$ cat config.mk
export PLATFORM = sky130hd
export DESIGN_NAME = rggen_bit_field_trigger_handshake
export DESIGN_NICKNAME = d
export VERILOG_FILES = /design/src/rtl/rggen_trigger_handshake_pkg.sv /design/src/rtl/rggen_trigger_handshake_channel.sv /design/src/rtl/rggen_bit_field_trigger_handshake.sv
export SDC_FILE = /design/constraint.sdc
export NUM_CORES = 1
export LEC_CHECK = 0
export CORE_AREA = 5 5 42 44
export DETAILED_ROUTE_END_ITERATION = 10
export DIE_AREA = 0 0 47 49
export HOLD_SLACK_MARGIN = 0.12
export PLACE_DENSITY = 0.47
export SYNTH_ARGS = -nofsm -noshare
export SYNTH_HDL_FRONTEND = slang
export SYNTH_SLANG_ARGS = --single-unit
$ cat constraint.sdc
create_clock -name clk -period 1.05 [get_ports clk]
set_clock_uncertainty 0.05 [all_clocks]
set_input_delay 0.21 -clock clk [delete_from_list [all_inputs] [get_ports clk]]
set_output_delay 0.21 -clock clk [all_outputs]
set_load 0.1 [all_outputs]
$ cat src/rtl/rggen_trigger_handshake_pkg.sv
// Shared types for the trigger-bit handshake consumer.
// Holds the per-channel state encoding and the timeout counter sizing rule.
package rggen_trigger_handshake_pkg;

    typedef enum logic [1:0] {
        IDLE,
        REQUEST,
        CLEAR,
        RELEASE
    } rggen_trigger_handshake_state_e;

    // Counter must hold 0..TIMEOUT-1; a disabled timeout still gets a 1-bit counter.
    function automatic int cnt_width(input int timeout);
        int w;
        w = (timeout > 0) ? $clog2(timeout + 1) : 1;
        return (w < 1) ? 1 : w;
    endfunction

endpackage

$ cat src/rtl/rggen_trigger_handshake_channel.sv
// One trigger bit: 4-phase req/ack handshake with optional timeout,
// ending in a single-cycle clear pulse back into the bit field.
module rggen_trigger_handshake_channel
    import rggen_trigger_handshake_pkg::*;
#(
    parameter int TIMEOUT = 0
) (
    input  logic clk,
    input  logic rst,
    input  logic value,
    input  logic ack,
    output logic clear,
    output logic request,
    output logic busy,
    output logic timeout
);

    localparam int CW = cnt_width(TIMEOUT);
    localparam logic [CW-1:0] LAST = CW'((TIMEOUT > 0) ? TIMEOUT - 1 : 0);

    rggen_trigger_handshake_state_e state;
    logic [CW-1:0]                  cnt;
    logic                           timed_out;

    always_ff @(posedge clk) begin
        if (rst) begin
            state     <= IDLE;
            cnt       <= '0;
            timed_out <= 1'b0;
        end else begin
            case (state)
                IDLE: begin
                    // A stale-high ack holds off the start until it drops.
                    if (value && !ack) begin
                        state     <= REQUEST;
                        cnt       <= '0;
                        timed_out <= 1'b0;
                    end
                end
                REQUEST: begin
                    if (ack) begin
                        state <= CLEAR;
                    end else if ((TIMEOUT > 0) && (cnt == LAST)) begin
                        state     <= CLEAR;
                        timed_out <= 1'b1;
                    end else if (TIMEOUT > 0) begin
                        cnt <= cnt + 1'b1;
                    end
                end
                CLEAR: state <= RELEASE;
                RELEASE: begin
                    if (!ack) state <= IDLE;
                end
                default: state <= IDLE;
            endcase
        end
    end

    assign request = (state == REQUEST);
    assign clear   = (state == CLEAR);
    assign busy    = (state != IDLE);
    assign timeout = (state == CLEAR) && timed_out;

endmodule

$ cat src/rtl/rggen_bit_field_trigger_handshake.sv
// Consumer for software-set/hardware-clear trigger fields: one independent
// handshake channel per bit, no arbitration between channels.
module rggen_bit_field_trigger_handshake
    import rggen_trigger_handshake_pkg::*;
#(
    parameter int WIDTH   = 1,
    parameter int TIMEOUT = 0
) (
    input  logic             clk,
    input  logic             rst,
    input  logic [WIDTH-1:0] i_value,
    output logic [WIDTH-1:0] o_clear,
    output logic [WIDTH-1:0] o_request,
    input  logic [WIDTH-1:0] i_ack,
    output logic [WIDTH-1:0] o_busy,
    output logic [WIDTH-1:0] o_timeout
);

    for (genvar i = 0; i < WIDTH; i++) begin : g_ch
        rggen_trigger_handshake_channel #(
            .TIMEOUT (TIMEOUT)
        ) u_ch (
            .clk     (clk),
            .rst     (rst),
            .value   (i_value[i]),
            .ack     (i_ack[i]),
            .clear   (o_clear[i]),
            .request (o_request[i]),
            .busy    (o_busy[i]),
            .timeout (o_timeout[i])
        );
    end

endmodule

After elaboration in Yosys (flattened, before gate mapping):

Cells that the tools add are included.

* eq/ne operators: 6
* muxes and demuxes: 4
* reductions and logical operators: 5

Operator list (number)
* $pmux 2 s4: 1
* $mux 2: 3
* $eq 2x2->1 const B: 2
* $ne 2x1->1 const B: 2
* $reduce_and 3->1: 1
* $eq 2x1->1 const B: 1
* $logic_not 2->1: 1
* $ne 2x2->1 const B: 1
* $reduce_bool 2->1: 1
* $logic_and 1x1->1: 1
* $logic_not 1->1: 1

* flip-flop bits (word level): 2
* bits of input ports: 4
* output and inout bits: 4
* word-level logic and storage cells: 16

Longest topological paths before layout:

Gate-level depths: netlist of the first run.

* word-level depth: 4
* gate-level depth with buffers: 5
* depth with buffers taken out: 5

Least setup slack after synthesis of the first run:

Ideal clock, no wire load.

* path kind: register to register
* start point: register g_ch[0].u_ch.state[1]
* end point: register g_ch[0].u_ch.state[0]
* setup time: 0.072 ns
* arrival time: 1.752 ns
* required time: 0.928 ns
* slack: -0.824 ns
* cell stages (with the launch flop): 6
* path buffers: 0
* clock period less this slack: 1.874 ns
* path through: dfxtp_1 inv_1 ha_1 nor2_1 a22oi_2 mux2i_1

* longest elaborated chain between the ends: 3
* elaborated cells between the ends (all ways): 9
* those cells by class: eq/ne (6); mux (1); reduce/logical (2)

Ends and longest elaborated chain
* start: declaration: line rggen_trigger_handshake_channel.sv:21 `rggen_trigger_handshake_state_e state;`
* start signal: assignment: line rggen_trigger_handshake_channel.sv:27 `state <= IDLE;`
* start signal: assignment: line rggen_trigger_handshake_channel.sv:35 `state <= REQUEST;`
* start signal: assignment: line rggen_trigger_handshake_channel.sv:42 `state <= CLEAR;`
* $eq 2x1->1 *
* named net o_request: line rggen_bit_field_trigger_handshake.sv:13 `output logic [WIDTH-1:0] o_request,`
* $ne 2x1->1 (no source line)
* $reduce_and 3->1 (no source line)

The timed path passes the listed nets; every way through them passes the cells marked *.
A chain may end at the register's enable or synchronous reset.

Worst setup path in the final report of the first run:

* start point: register g_ch[0].u_ch.state[0]
* end point: output port o_clear

* longest elaborated chain between the ends: 1

Ends and longest elaborated chain
* $eq 2x2->1: line rggen_trigger_handshake_channel.sv:60 `assign clear = (state == CLEAR);`
* end: declaration: line rggen_bit_field_trigger_handshake.sv:12 `output logic [WIDTH-1:0] o_clear,`

No other way between the ends.

==> results.yml, run 1 <==
grt:
  grt_overflow_total: 0
  grt_antenna_before_repair: 0
  grt_pass1_vias: 233
  grt_max_degree: 5
  grt_pass1_wl_um: 897
  grt_use_total: 0.0556
yosys:
  synth.avg_cell_area_um2: 8.99
  ys_types: 10
  yosys_warnings: 0
  ys_ff_latch: 2
  synth_common_cells: "ha_1 (5), nand2b_1 (4), inv_1 (3)"
  netlist_instances: 22
  synth_ff_type: "dfxtp_1"
  synthTopCellsByArea: "ha_1 (32%), dfxtp_1 (20%), nand2b_1 (13%)"
  synthesis.nets: 31
  synth_async_sr_flop_share: 0
  synth.cell_area_um2: 198
  yosys.area.top_type: "ha_1"
  synth_edf_count: 0
  yosysTopAreaCellShare: 0.316
  yosysMostFrequentCell: "ha_1"
  synth_seq_area_share: 0.203
timing:
  rsz0062_at_grt: "yes"
  final_max_slew_viol_count: 0
  finalSetupViolCount: 5
  final-hold-violation-count: 0
  post-route-period-util: 1.25
  fmax_ghz: 0.763
  fin_ws_ps: -260
  min_period_ps: 1310
  timing.hold.ws_ps: 483
setup_path:
  path_cells: "inv_4, buf_6, ha_4, buf_12"
  crit_required_ps: 790
  worstPathArrival_ps: 1050
  r2r_slack_ps: -170
  r2r-end: "g_ch[0].u_ch.state[1]$_SDFFE_PP0P_"
  critPathCaptureType: "output port"
  path_class: "reg2out"
  crit-reg2reg-launch: "g_ch[0].u_ch.state[0]$_SDFFE_PP0P_"
  cp_max_fo: 3
  slowest_delay_ps: 350
  crit_path_top_delay_cell: "dfxtp_4"
  start_kind: "flop"
  worstRegToRegCells: 5
floorplan:
  dieArea_mm2: 0.00230
  die_h_um: 49
  die_x_um: 47
  top_level_ports: 8
  floorplan.initialDensity: 0.141
  core_mm2: 0.00140
  rows: 14
routing:
  antenna_left: 0
  wire_per_inst_um: 9.60
  viasPerCell: 3.60
  drc: 0
  via_count: 187
  firstDrtPassIters: 1
  wl_um: 499
  drt_iter0_markers: 0
cts:
  cts.htree.levels: 1
  clk_latency_ps: 230
  cts_buffers: 3
  cts_buffer_depth: 2
  numClockSinks: 2
  cts_tree: "built"
  cts_root_buf: "clkbuf_4"
  holdBufCountCts: 0
  clk_pin_slew_ps: 30
worst_hold_path:
  whs_path_depth: 2
  hold_path_class: "reg2reg"
  worstHoldStart: "g_ch[0].u_ch.state[0]$_SDFFE_PP0P_"
  hold_end: "g_ch[0].u_ch.state[0]$_SDFFE_PP0P_"
run:
  maxCapViolCount: 0
layout:
  largest_reg_flops: 2
  antenna_cells: 0
  final_layout_size_suffix_gt1_frac: 0.583
  top_register: "g_ch.u_ch.state"
  syn_to_final_growth_pct: 113
  nNetsFinal: 46
  fill_cells: 148
  top_regs: "g_ch.u_ch.state x2"
placement:
  place.gp.congestion: 0.657
  hpwl_um: 401
  portBuffers: 6
outcome:
  status: "complete, but fails checks"
  violations: "setup timing"
==> stage by stage <==
stage / TNS (ps) / utilization / worst slack (ps) / std cells / instance area [um2]
finish: -1090 / 0.301 / -260 / 52 / 422
global route: -1350 / 0.301 / -307 / 52 / 422
CTS: -1150 / 0.301 / -275 / 52 / 422
detailed placement: -737 / 0.260 / -300 / 46 / 364
global placement: -684 / 0.260 / -282 / 46 / 364
floorplan: -846 / - / -259 / 22 / 239
==> area by class of cell <==
cell class              instances  area, um2  share of cell area
well taps                      16       20.0              0.0475
flip-flops and latches          2       45.0               0.107
multi-input cells              16        179               0.424
clock buffers                   4       26.3              0.0623
inverters                       3       20.0              0.0475
repair buffers                 11        131               0.312
==> worst max path at each step <==
stage,start,to,cells past startpoint
after floorplan,g_ch[0].u_ch.state[1]$_SDFFE_PP0P_,g_ch[0].u_ch.state[1]$_SDFFE_PP0P_,5
after global placement,i_value,g_ch[0].u_ch.state[0]$_SDFFE_PP0P_,4
after detailed placement,i_value,g_ch[0].u_ch.state[1]$_SDFFE_PP0P_,4
after CTS,g_ch[0].u_ch.state[0]$_SDFFE_PP0P_,o_clear,4
after global routing,g_ch[0].u_ch.state[0]$_SDFFE_PP0P_,o_busy,4
final,g_ch[0].u_ch.state[0]$_SDFFE_PP0P_,o_clear,4
==> cells by family (layout without fill, tap and decap cells) <==
logic type      Yosys count  after routing  synth area share
buf+inv                   4             18            0.0949
flops                     2              2             0.203
fa+ha+maj                 5              5             0.316
mux                       2              2             0.101
compound gates            2              2             0.101
other cells               1              1            0.0190
simple gates              6              6             0.165
==> cells in the final DEF (no fill, tap or decap) <==
cell type and count:
ha_4 3, ha_1 2, o21bai_1 1, clkdlybuf4s50_1 3
dfxtp_4 1, nor2_1 1, nand2b_1 4, buf_4 4
buf_6 1, inv_4 2, clkbuf_1 1, dfxtp_2 1
buf_12 3, mux2i_1 2, clkbuf_4 3, a22oi_2 1
nor2_2 1, clkinvlp_4 1, conb_1 1
==> worst max-delay path: cells and delay by family (launching register included) <==
kind	cells	cell delay (ps)
flip-flops	1	350
adder cells (fa/ha/maj)	1	160
buffers and inverters	3	310
==> layer usage <==
metal	GRT usage	vias to the layer above	share of wire
li1	-	96	-
met5	0	-	0
met4	0.0553	0	0
met1	0.0547	84	0.37
met2	0.0860	7	0.53
met3	0.0148	0	0.090
==> timing repair <==
action | CTS | global route
setup endpoints to repair | 5 | 5
setup buffers | 2 | 0
pin swaps | 1 | 1
resized for setup | 3 | 0
Power of run 1 is left out: the tool's default activity adds up to more than one toggle a clock period on the data nets, which glitch-free logic cannot reach.
==> inputs of run 2 (changes only) <==
Settings changed: CTS_BUF_LIST set to sky130_fd_sc_hd__clkbuf_4 sky130_fd_sc_hd__clkbuf_8 sky130_fd_sc_hd__clkbuf_16, PLACE_DENSITY 0.47 to 0.46.
Clock period 1.05 ns to 1.5 ns, I/O delays scaled along.
==> run 2 against run 1 <==
- the flow now finishes without violations
- count of clock-buffer cells in the layout decreased by 1
- setup slack improved by 350 ps
- cell area decreased by 18%
- critical path type unchanged
- critical endpoint unchanged
- largest cell class unchanged
==> results.yml, run 2 (synthesis results as in run 1) <==
floorplan:
  rows: 14
  die_x_um: 47
  dieArea_mm2: 0.00230
  die_h_um: 49
  core_mm2: 0.00140
  top_level_ports: 8
  floorplan.initialDensity: 0.141
layout:
  top_register: "g_ch.u_ch.state"
  syn_to_final_growth_pct: 74.1
  antenna_cells: 0
  mostFrequentLayoutCells: "nand2b_1 (4), ha_1 (3), clkbuf_4 (3), clkdlybuf4s50_1 (3), buf_12 (3)"
  top_regs: "g_ch.u_ch.state x2"
  finish.utilization: 0.246
  final_layout_size_suffix_gt1_frac: 0.467
  final_cells: 46
  nNetsFinal: 41
  largest_reg_flops: 2
  final_common_cell: "nand2b_1"
cts:
  cts_root_buf: "clkbuf_4"
  cts.htree.levels: 1
  cts_tree: "built"
  postCtsSetupRepairBufs: 0
  cts_buffer_depth: 2
  clk_latency_ps: 220
  numClockSinks: 2
  cts_buffers: 3
  clk_pin_slew_ps: 30
  holdBufCountCts: 0
routing:
  firstDrtPassIters: 1
  drc: 0
  drt_iter0_markers: 0
  via_count: 162
  wl_um: 384
  wire_per_inst_um: 8.35
  antenna_left: 0
  viasPerCell: 3.52
worst_hold_path:
  hold_path_class: "reg2reg"
timing:
  min_period_ps: 1410
  post-route-period-util: 0.939
  final-hold-violation-count: 0
  rsz0062_at_grt: "no"
  finalSetupViolCount: 0
  fmax_ghz: 0.710
  finalSetupTns_ps: 0
  final_max_slew_viol_count: 0
  timing.hold.ws_ps: 458
outcome:
  status: "complete, no violations"
grt:
  grt_pass1_vias: 187
  grt_antenna_before_repair: 0
  grt_max_degree: 5
  grt_pass1_wl_um: 600
  grt_use_total: 0.0394
  grt_overflow_total: 0
setup_path:
  path_class: "reg2out"
  worstPathArrival_ps: 1060
  r2r_slack_ps: 250
  crit-reg2reg-launch: "g_ch[0].u_ch.state[1]$_SDFFE_PP0P_"
  critPathCaptureType: "output port"
  crit_required_ps: 1150
  r2r-end: "g_ch[0].u_ch.state[1]$_SDFFE_PP0P_"
  worstRegToRegCells: 5
  crit_path_start: "g_ch[0].u_ch.state[0]$_SDFFE_PP0P_"
  cp_max_fo: 4
  endpoint: "o_clear"
  start_kind: "flop"
placement:
  hpwl_um: 328
  placedCellCount: 43
  portBuffers: 6
  place.gp.congestion: 0.707
run:
  maxCapViolCount: 0
==> run 2: what timing repair did <==
| item | in CTS | in global routing |
|---|---|---|
| endpoints found under the setup margin | 1 | 2 |
| endpoints found under the hold margin | 0 | 0 |
| gates cloned | 0 | 0 |
| gates resized for setup | 4 | 2 |
==> run 2: layout make-up <==
cell class | instances | area (um2)
fillers | 158 | 1060
flip-flops and latches | 2 | 42.5
multi-input cells | 16 | 154
inverters | 3 | 15.0
well taps | 16 | 20.0
clock buffers | 3 | 22.5
repair buffers | 6 | 90.1
==> run 2: critical path: stages (launching register included) <==
cell	delay, ps
dfxtp_2	350
inv_2	70
ha_1	240
buf_12	180
==> run 2: routing by layer <==
metal | track usage | up-vias | routed length [um]
met2 | 0.0611 | 7 | 190
met5 | 0 | - | 0
li1 | - | 82 | -
met4 | 0.0553 | 0 | 0
met3 | 0.0111 | 0 | 47
met1 | 0.0306 | 73 | 147
==> run 2: worst min-delay path by stage <==
stage | from | to | slack (ps) | cells after the start
after floorplan | rst | g_ch[0].u_ch.state[1]$_SDFFE_PP0P_ | 430 | 2
after global placement | g_ch[0].u_ch.state[0]$_SDFFE_PP0P_ | g_ch[0].u_ch.state[0]$_SDFFE_PP0P_ | 460 | 2
after detailed placement | g_ch[0].u_ch.state[0]$_SDFFE_PP0P_ | g_ch[0].u_ch.state[0]$_SDFFE_PP0P_ | 480 | 2
after CTS | g_ch[0].u_ch.state[0]$_SDFFE_PP0P_ | g_ch[0].u_ch.state[0]$_SDFFE_PP0P_ | 460 | 2
after global routing | g_ch[0].u_ch.state[0]$_SDFFE_PP0P_ | g_ch[0].u_ch.state[0]$_SDFFE_PP0P_ | 480 | 2
final | g_ch[0].u_ch.state[1]$_SDFFE_PP0P_ | g_ch[0].u_ch.state[1]$_SDFFE_PP0P_ | 460 | 2
==> run 2: metrics by stage <==
| step | worst slack, ps | area, um2 |
|---|---|---|
| 2_1_floorplan | -71.2 | 204 |
| 3_3_place_gp | 82.8 | 307 |
| 3_5_place_dp | 46.2 | 307 |
| 4_1_cts | 9.35 | 344 |
| 5_1_grt | 41.2 | 344 |
| 6_report | 91.4 | 344 |
Power of run 2 is left out for the same reason.
